[config.mk]
export PLATFORM = sky130hd
export DESIGN_NAME = xmas_merge_arb
export DESIGN_NICKNAME = d
export VERILOG_FILES = /design/src/rtl/xmas_merge_arb.sv
export SDC_FILE = /design/constraint.sdc
export NUM_CORES = 1
export LEC_CHECK = 0
export ABC_AREA = 0
export ABC_CLOCK_PERIOD_IN_PS = 2250
export CAP_MARGIN = 20
export CORE_ASPECT_RATIO = 1.4
export CORE_MARGIN = 1.5
export CORE_UTILIZATION = 33
export CTS_BUF_LIST = sky130_fd_sc_hd__clkbuf_4
export DETAILED_ROUTE_END_ITERATION = 12
export GPL_TIMING_DRIVEN = 0
export PLACE_DENSITY = 0.85
export SYNTH_ARGS = -nofsm -noshare
export SYNTH_HDL_FRONTEND = slang
export SYNTH_SLANG_ARGS = --single-unit
export TNS_END_PERCENT = 20
[constraint.sdc]
create_clock -name clk -period 2.25 [get_ports clk]
set_input_delay 0.5625 -clock clk [delete_from_list [all_inputs] [get_ports clk]]
set_output_delay 0.5625 -clock clk [all_outputs]
set_load 0.005 [all_outputs]
[src/rtl/xmas_merge_arb.sv]
// xmas_merge_arb: round-robin merge of N irdy/trdy requesters into a one-entry output buffer.
// Optional macro XMAS_MERGE_FIXED_PRIO_EN selects lowest-index fixed priority instead.
module xmas_merge_arb #(
    parameter int N   = 4,
    parameter int W   = 32,
    parameter int IDW = (N > 1) ? $clog2(N) : 1
) (
    input  logic             clk,
    input  logic             rst,
    input  logic [N-1:0]     in_irdy,
    output logic [N-1:0]     in_trdy,
    input  logic [N*W-1:0]   in_data,
    output logic             out_irdy,
    input  logic             out_trdy,
    output logic [W-1:0]     out_data,
    output logic [IDW-1:0]   out_src
);
    typedef enum logic {EMPTY, FULL} state_t;
    state_t         state_q, state_d;
    logic [W-1:0]   data_q, data_d;
    logic [IDW-1:0] src_q, src_d, ptr_q, ptr_d, gnt;
    logic [2*N-1:0] dbl;
    logic [N-1:0]   rot;
    logic           found, space, load, drain;
    assign dbl = {in_irdy, in_irdy};
    // Requests rotated so that bit 0 is the requester the pointer favours.
    always_comb begin
        rot   = dbl[int'(ptr_q) +: N];
        gnt   = '0;
        found = 1'b0;
`ifdef XMAS_MERGE_FIXED_PRIO_EN
        for (int k = N - 1; k >= 0; k--) begin
            if (in_irdy[k]) begin
                gnt   = IDW'(k);
                found = 1'b1;
            end
        end
`else
        for (int k = N - 1; k >= 0; k--) begin
            if (rot[k]) begin
                gnt   = IDW'((int'(ptr_q) + k) % N);
                found = 1'b1;
            end
        end
`endif
    end
    assign space    = (state_q == EMPTY) | out_trdy;
    assign load     = found & space;
    assign drain    = (state_q == FULL) & out_trdy;
    assign in_trdy  = (load & ~rst) ? (N'(1) << gnt) : '0;
    assign out_irdy = (state_q == FULL);
    assign out_data = data_q;
    assign out_src  = src_q;
    always_comb begin
        state_d = load ? FULL : (drain ? EMPTY : state_q);
        data_d  = load ? in_data[int'(gnt)*W +: W] : data_q;
        src_d   = load ? gnt : src_q;
`ifdef XMAS_MERGE_FIXED_PRIO_EN
        ptr_d   = '0;
`else
        ptr_d   = load ? IDW'((int'(gnt) + 1) % N) : ptr_q;
`endif
    end
    always_ff @(posedge clk or posedge rst) begin
        if (rst) begin
            state_q <= EMPTY;
            data_q  <= '0;
            src_q   <= '0;
            ptr_q   <= '0;
        end else begin
            state_q <= state_d;
            data_q  <= data_d;
            src_q   <= src_d;
            ptr_q   <= ptr_d;
        end
    end
endmodule

==> impl_metrics.json, run 1 <==
{
  "netlist-cell-type-count": 28,
  "route.vias.total": 2935,
  "io_buffers": 173,
  "cp-startpoint": "ptr_q[0]$_DFFE_PP0P_",
  "num_io_pins": 174,
  "last_weighted_congestion_value_of_the_routability_driven_placer": 0.7794,
  "share_clk_of_total_power_pct": 8.6,
  "critPathRequiredTime_ps": 1690,
  "antennaDiodeCount": 0,
  "clk_pin_slew_ps": 120,
  "cellLeakagePower_nw": 1.820,
  "drc": 0,
  "critPathKind": "reg2out",
  "failing_checks": "setup timing",
  "hold_removal_path_class": "in2reg",
  "tritoncts": "built",
  "cts_bufs_inserted": 5,
  "placeableCoreArea_um2": 7315,
  "ys_top_cells_by_area": "sky130_fd_sc_hd__dfrtp_1 (37%), sky130_fd_sc_hd__mux2i_1 (13%), sky130_fd_sc_hd__a211oi_1 (9.7%), sky130_fd_sc_hd__o21a_1 (9.7%), sky130_fd_sc_hd__o22ai_1 (7.8%)",
  "dpl.hpwl_um": 7212,
  "status": "finished with violations",
  "routed_via_density": 5.375,
  "final_hold_viol_count": 0,
  "period_utilisation_layout_pct": 108.0,
  "grt_overflow": 0,
  "max-slew-margin-rel_pct": 45.79,
  "preCtsSetupSlack_ps": -1511,
  "chipHeight_um": 105.7,
  "cts-root-buf": "sky130_fd_sc_hd__clkbuf_4",
  "cp-end-kind": "primary output",
  "antenna_found_initial": 0,
  "internal-power_mw": 2.478,
  "synth_sequential_area_ratio_pct": 37.26,
  "timing_max_transition_violations_final": 0,
  "power.ir.vdd_worst_v": 0.0004083,
  "design.die.area_um2": 8067,
  "setup_violations": 4,
  "skew_ps": 5.457,
  "synthesis.instances": 258,
  "start_kind": "flop",
  "count_of_maximum_capacitance_violations": 0,
  "time_the_worst_path_needs_with_i_o_delays_and_setup_ps": 2430,
  "syn_avg_cell_area_um2": 9.631,
  "fin_setup_tns_ps": -519.3,
  "h_tree_level_count": 2,
  "vias_in_the_first_global_route": 3098,
  "area_growth_synth_to_finish_pct": 84.54,
  "die_width_um": 76.34,
  "netlist_area_um2": 2485,
  "synth_seq_cells": 37,
  "cts-root-to-sink-buffers": 2,
  "pwr-share-comb_pct": 63.5,
  "post_route_cells_drive_above_1_share_pct": 13.36,
  "wire_length_of_the_first_global_routing_pass_um": 16040,
  "power_switching_share_pct": 38.71,
  "worst_pin_slew_ps": 811.9,
  "finalWorstSetupSlack_ps": -180.4,
  "p_total_mw": 4.043,
  "drtIter0Drc": 105,
  "power.net_switching_mw": 1.565,
  "antenna_left": 0,
  "fmaxAchievable_mhz": 411.5,
  "cts_num_sinks": 37,
  "groute.usage.overall_pct": 25.33,
  "clock_latency_ps": 350,
  "worst-path-max-fanout": 3,
  "placementRows": 37,
  "hold-path-cell-count": 3,
  "power_per_standard_cell_area_nw_per_um2": 881.7,
  "worst_setup_path_endpoint": "in_trdy[2]",
  "register_to_register_setup_slack_ps": 60,
  "rr_startpoint": "ptr_q[0]$_DFFE_PP0P_",
  "synth_nets": 393,
  "grt_max_degree": 38,
  "start_util_pct": 33.97,
  "nNetsFinal": 583,
  "wl_per_cell_um": 18.50,
  "crit_arrival_ps": 1870,
  "seq_power_share_pct": 27.9,
  "dominant_cell_type_by_area_after_synthesis": "sky130_fd_sc_hd__dfrtp_1",
  "ys.warnings.count": 0,
  "setup_repair_after_global_routing_missed_its_margin": "yes",
  "wl_um": 10100,
  "fillerInstances": 649,
  "first_pass_iters": 4,
  "worstRegToRegCells": 6,
  "synth_top_area_share_pct": 37.26,
  "rr_endpoint": "out_data[3]$_DFFE_PP0P_"
}
-- power groups by stage --
stage / Combinational (mW) / Sequential [mW] / Clock, mW
6_report: 2.57 / 1.13 / 0.348
5_1_grt: 2.75 / 1.16 / 0.387
4_1_cts: 2.54 / 1.12 / 0.358
3_5_place_dp: 2.38 / 1.12 / 0
3_3_place_gp: 2.33 / 1.11 / 0
2_1_floorplan: 1.22 / 1.12 / 0
-- worst max-delay path, cell delays in order, from the launching register on --
cell and delay (ps):
sky130_fd_sc_hd__dfrtp_2 480, sky130_fd_sc_hd__nor2b_4 160, sky130_fd_sc_hd__nor4b_4 80, sky130_fd_sc_hd__buf_6 130
sky130_fd_sc_hd__or2_4 280, sky130_fd_sc_hd__nor4_4 220, sky130_fd_sc_hd__buf_2 160
-- routing by layer --
layer,share of wire (%),GRT usage [%],vias up,routed length [um]
met4,2.0,7.275,0,200
li1,-,-,1387,-
met1,38,28.36,1411,3888
met5,0,0,-,0
met2,54,47.96,120,5481
met3,5.2,4.848,17,530
-- synthesized netlist by cell type --
master	instances
sky130_fd_sc_hd__nor2b_1	3
sky130_fd_sc_hd__nand2_1	6
sky130_fd_sc_hd__or2_2	1
sky130_fd_sc_hd__o21bai_1	1
sky130_fd_sc_hd__o31ai_1	1
sky130_fd_sc_hd__dfrtp_1	37
sky130_fd_sc_hd__o21ai_0	33
sky130_fd_sc_hd__mux2i_1	33
sky130_fd_sc_hd__nor2_2	1
sky130_fd_sc_hd__a21o_1	1
sky130_fd_sc_hd__nor4b_4	2
sky130_fd_sc_hd__buf_2	7
sky130_fd_sc_hd__clkbuf_1	17
sky130_fd_sc_hd__nor2_1	2
sky130_fd_sc_hd__o22ai_1	31
sky130_fd_sc_hd__nor4_2	3
sky130_fd_sc_hd__o311ai_2	1
sky130_fd_sc_hd__a21oi_1	2
sky130_fd_sc_hd__o32ai_1	1
sky130_fd_sc_hd__a211oi_1	32
sky130_fd_sc_hd__nor4_1	2
sky130_fd_sc_hd__o21a_1	32
sky130_fd_sc_hd__inv_1	2
sky130_fd_sc_hd__buf_6	3
sky130_fd_sc_hd__xnor2_1	1
sky130_fd_sc_hd__o31a_1	1
sky130_fd_sc_hd__a21oi_2	1
sky130_fd_sc_hd__nand2b_1	1
-- layout make-up --
| type | instances | area [um2] | share of cell area (%) |
|---|---|---|---|
| repair buffers | 186 | 1804 | 39.35 |
| multi-input cells | 192 | 1540 | 33.59 |
| flip-flops and latches | 37 | 928.4 | 20.25 |
| plain buffers | 24 | 133.9 | 2.919 |
| well taps | 97 | 121.4 | 2.647 |
| clock buffers | 5 | 37.54 | 0.8186 |
| clock inverters | 3 | 12.51 | 0.2729 |
| inverters | 2 | 7.507 | 0.1637 |
-- layout by cell type (no fill, tap or decap), types with 6 or more instances in the layout --
master,n
sky130_fd_sc_hd__a211oi_1,32
sky130_fd_sc_hd__buf_2,12
sky130_fd_sc_hd__buf_4,12
sky130_fd_sc_hd__clkbuf_1,15
sky130_fd_sc_hd__clkdlybuf4s50_1,164
sky130_fd_sc_hd__dfrtp_1,35
sky130_fd_sc_hd__mux2i_1,31
sky130_fd_sc_hd__nand2_1,6
sky130_fd_sc_hd__o21a_1,32
sky130_fd_sc_hd__o21ai_0,33
sky130_fd_sc_hd__o22ai_1,31
-- worst min-delay path by stage --
stage,start,to
after detailed placement,out_src[1]$_DFFE_PP0P_,out_src[1]$_DFFE_PP0P_
after floorplan,out_src[1]$_DFFE_PP0P_,out_src[1]$_DFFE_PP0P_
final,in_irdy[0],out_irdy$_DFFE_PP0P_
after global routing,in_irdy[0],out_irdy$_DFFE_PP0P_
after CTS,in_irdy[0],out_irdy$_DFFE_PP0P_
after global placement,out_src[1]$_DFFE_PP0P_,out_src[1]$_DFFE_PP0P_
-- stage by stage --
step | util [%] | hold WS (ps) | cell area [um2] | std cells
floorplan | - | 471.1 | 2487 | 258
global placement | 59.34 | 462.8 | 4340 | 528
detailed placement | 59.34 | 478.3 | 4340 | 528
CTS | 62.18 | 431.5 | 4548 | 547
global route | 62.69 | 449.9 | 4586 | 546
finish | 62.69 | 453.2 | 4586 | 546
-- kinds of logic (layout without fill, tap and decap cells) --
family	count (synthesis)	in the layout	synth area share, %
xor gates and xnor gates	1	1	0.3525
and+or+nand+nor	21	21	6.647
muxes	33	33	13.29
AOI/OAI and AO/OA	137	137	36.81
buffers and inverters	29	220	5.639
DFF	37	37	37.26
-- state kept, by name, summed over array words and instances, names as in the netlist --
| signal | count |
|---|---|
| out_irdy | 1 |
| out_src | 2 |
| ptr_q | 2 |
| out_data | 32 |
-- repair_timing --
action	4_1_cts	5_1_grt
cloned	0	0
resized for setup	61	9
buffers inserted	13	0
pin swaps	5	0
hold buffers	0	0
setup endpoints to repair	39	24
Note: power is estimated with default switching activity, not from simulation.
==> run 2, diff against run 1 <==
==> constraint.sdc (replaced) <==
create_clock -name clk -period 2.25 [get_ports clk]
set_input_delay 0.5625 -clock clk [delete_from_list [all_inputs] [get_ports clk]]
set_output_delay 0.5625 -clock clk [all_outputs]
set_load 0.1 [all_outputs]
==> run 2 against run 1 <==
The run still ends with setup timing left. Clock power hardly changed. Routed wire length is 0.89% lower. Critical path depth stayed put. Sequential share of layout area hardly changed. Worst hold slack better by 12 ps. Utilization is 0.051 points higher. Flip-flop and latch count stayed put. Power is 47% higher. Non-clock buffer count is 4 higher. Register-to-register slack worse by 50 ps. Global-route usage is 0.49 points lower. Sequential power hardly changed.
==> impl_metrics.json, run 2 (same netlist as run 1, synthesis figures left out) <==
{
  "status": "finished with violations",
  "failing_checks": "setup timing",
  "power.net_switching_mw": 3.609,
  "cts_num_sinks": 37,
  "cts-root-to-sink-buffers": 2,
  "antenna_left": 0,
  "hold_removal_path_class": "in2reg",
  "finalWorstSetupSlack_ps": -272.2,
  "worst-path-max-fanout": 4,
  "groute.usage.overall_pct": 24.84,
  "share_clk_of_total_power_pct": 5.8,
  "max-slew-margin-rel_pct": 32.92,
  "antenna_found_initial": 0,
  "placeableCoreArea_um2": 7315,
  "cp-end-kind": "primary output",
  "clk_pin_slew_ps": 100,
  "slowest_cell_on_the_critical_path": "sky130_fd_sc_hd__dfrtp_2",
  "register_to_register_setup_slack_ps": 10,
  "area_growth_synth_to_finish_pct": 84.69,
  "wl_um": 10010,
  "cp-startpoint": "ptr_q[0]$_DFFE_PP0P_",
  "multiInputGateArea_um2": 1528,
  "crit_arrival_ps": 1960,
  "setup_repair_after_global_routing_missed_its_margin": "yes",
  "fmaxAchievable_mhz": 396.5,
  "time_the_worst_path_needs_with_i_o_delays_and_setup_ps": 2522,
  "antennaDiodeCount": 0,
  "seq_power_share_pct": 18.8,
  "internal-power_mw": 2.326,
  "io_buffers": 173,
  "power_per_standard_cell_area_nw_per_um2": 1293,
  "start_kind": "flop",
  "commonest_non_fill_non_tap_cells_in_the_layout": "sky130_fd_sc_hd__clkdlybuf4s50_1 (129), sky130_fd_sc_hd__dlygate4sd2_1 (36), sky130_fd_sc_hd__dfrtp_1 (34)",
  "die_width_um": 76.34,
  "critPathRequiredTime_ps": 1690,
  "power_switching_share_pct": 60.81,
  "placementRows": 37,
  "rr_startpoint": "ptr_q[0]$_DFFE_PP0P_",
  "worst_pin_slew_ps": 1010,
  "chipHeight_um": 105.7,
  "final_hold_viol_count": 0,
  "clock_latency_ps": 340,
  "last_weighted_congestion_value_of_the_routability_driven_placer": 0.7750,
  "wire_length_of_the_first_global_routing_pass_um": 15980,
  "cts-root-buf": "sky130_fd_sc_hd__clkbuf_4",
  "grt_max_degree": 38,
  "nNetsFinal": 587,
  "timing_max_transition_violations_final": 0,
  "power.ir.vdd_worst_v": 0.0008522,
  "critPathKind": "reg2out",
  "routed_via_density": 5.455,
  "grt_overflow": 0,
  "first_pass_iters": 4,
  "cellLeakagePower_nw": 1.899,
  "setup_violations": 4,
  "max_ffs_per_register": 32,
  "register_area_um2": 929.6,
  "period_utilisation_layout_pct": 112.1,
  "layout.cell_area.non_filler_um2": 4589,
  "drtIter0Drc": 122,
  "h_tree_level_count": 2,
  "wl_per_cell_um": 18.23,
  "start_util_pct": 33.97,
  "dpl.hpwl_um": 7437,
  "mostFrequentLayoutCell": "sky130_fd_sc_hd__clkdlybuf4s50_1",
  "critPathBufInv": 2,
  "timing.critical_path.slowest_cell_delay_ps": 470,
  "count_of_maximum_capacitance_violations": 0,
  "critical_path_cell_count": 6,
  "rr_endpoint": "out_data[8]$_DFFE_PP0P_",
  "crit_chain": "nor2b_4 > nor4b_4 > buf_4 > or2_4 > nor4_4 > buf_6",
  "tritoncts": "built",
  "pwr-share-comb_pct": 75.4,
  "cts_bufs_inserted": 5,
  "drc": 0,
  "p_total_mw": 5.935,
  "skew_ps": 10.19,
  "dpl_cell_area_um2": 4412,
  "vias_in_the_first_global_route": 3285,
  "route.vias.total": 2995,
  "post_route_cells_drive_above_1_share_pct": 14.16,
  "design.die.area_um2": 8067,
  "worstRegToRegCells": 7,
  "worst_setup_path_endpoint": "in_trdy[0]",
  "num_io_pins": 174,
  "timing.critical_path.max_delay_family": "simple AND/OR/NAND/NOR gates",
  "fillerInstances": 670
}
==> run 2: worst min-delay path by stage <==
stage | to | depth (start not counted) | startpoint
final | out_irdy$_DFFE_PP0P_ | 3 | in_irdy[0]
after global placement | out_src[1]$_DFFE_PP0P_ | 2 | out_src[1]$_DFFE_PP0P_
after floorplan | ptr_q[1]$_DFFE_PP0P_ | 2 | ptr_q[1]$_DFFE_PP0P_
after CTS | out_irdy$_DFFE_PP0P_ | 3 | in_irdy[0]
after global routing | out_irdy$_DFFE_PP0P_ | 3 | in_irdy[0]
after detailed placement | out_src[1]$_DFFE_PP0P_ | 2 | out_src[1]$_DFFE_PP0P_
==> run 2: per-stage QoR <==
| stage | hold WS (ps) | utilization, % | setup slack [ps] | cells | TNS, ps |
|---|---|---|---|---|---|
| after floorplan | 558.7 | - | -850.3 | 258 | -3061 |
| final | 465.2 | 62.74 | -272.2 | 549 | -966.8 |
| after global placement | 459.4 | 60.31 | -2111 | 528 | -40370 |
| after CTS | 449.6 | 62.69 | -326.9 | 548 | -1094 |
| after detailed placement | 476.6 | 60.31 | -2127 | 528 | -29760 |
| after global routing | 466.9 | 62.74 | -340.8 | 549 | -3564 |
==> run 2: worst reg2reg max path: cells and delay by family, from the launching register on <==
| family | cells | cell delay (ps) |
|---|---|---|
| AOI/OAI and AO/OA | 3 | 970 |
| buffers and inverters | 3 | 690 |
| DFF | 1 | 440 |
| and+or+nand+nor | 1 | 70 |
==> run 2: power by group through the flow <==
stage,Combinational [mW],Clock [mW],Sequential [mW]
6_report,4.47,0.345,1.11
5_1_grt,4.65,0.376,1.15
4_1_cts,4.49,0.354,1.11
3_5_place_dp,4.51,0,1.13
3_3_place_gp,4.46,0,1.11
2_1_floorplan,1.33,0,3.09
==> run 2: final cells by class <==
| type | count | area share (%) |
|---|---|---|
| Timing Repair Buffer | 190 | 39.67 |
| Inverter | 2 | 0.1636 |
| Buffer | 24 | 2.917 |
| Tap cell | 97 | 2.644 |
| Multi-Input combinational cell | 192 | 33.29 |
| Clock buffer | 6 | 0.9815 |
| Sequential cell | 37 | 20.26 |
| Clock inverter | 1 | 0.08179 |
==> run 2: layer usage <==
| layer | global-route usage [%] | share of wire (%) |
|---|---|---|
| met1 | 27.02 | 36 |
| met2 | 47.51 | 55 |
| met5 | 0 | 0 |
| met3 | 4.329 | 5.9 |
| met4 | 8.730 | 3.2 |
==> run 2: what timing repair did <==
| action | 4_1_cts | 5_1_grt |
|---|---|---|
| setup endpoints to repair | 74 | 13 |
| hold buffers | 0 | 0 |
| pin swaps | 10 | 5 |
| buffers inserted | 15 | 2 |
| resized for setup | 101 | 0 |
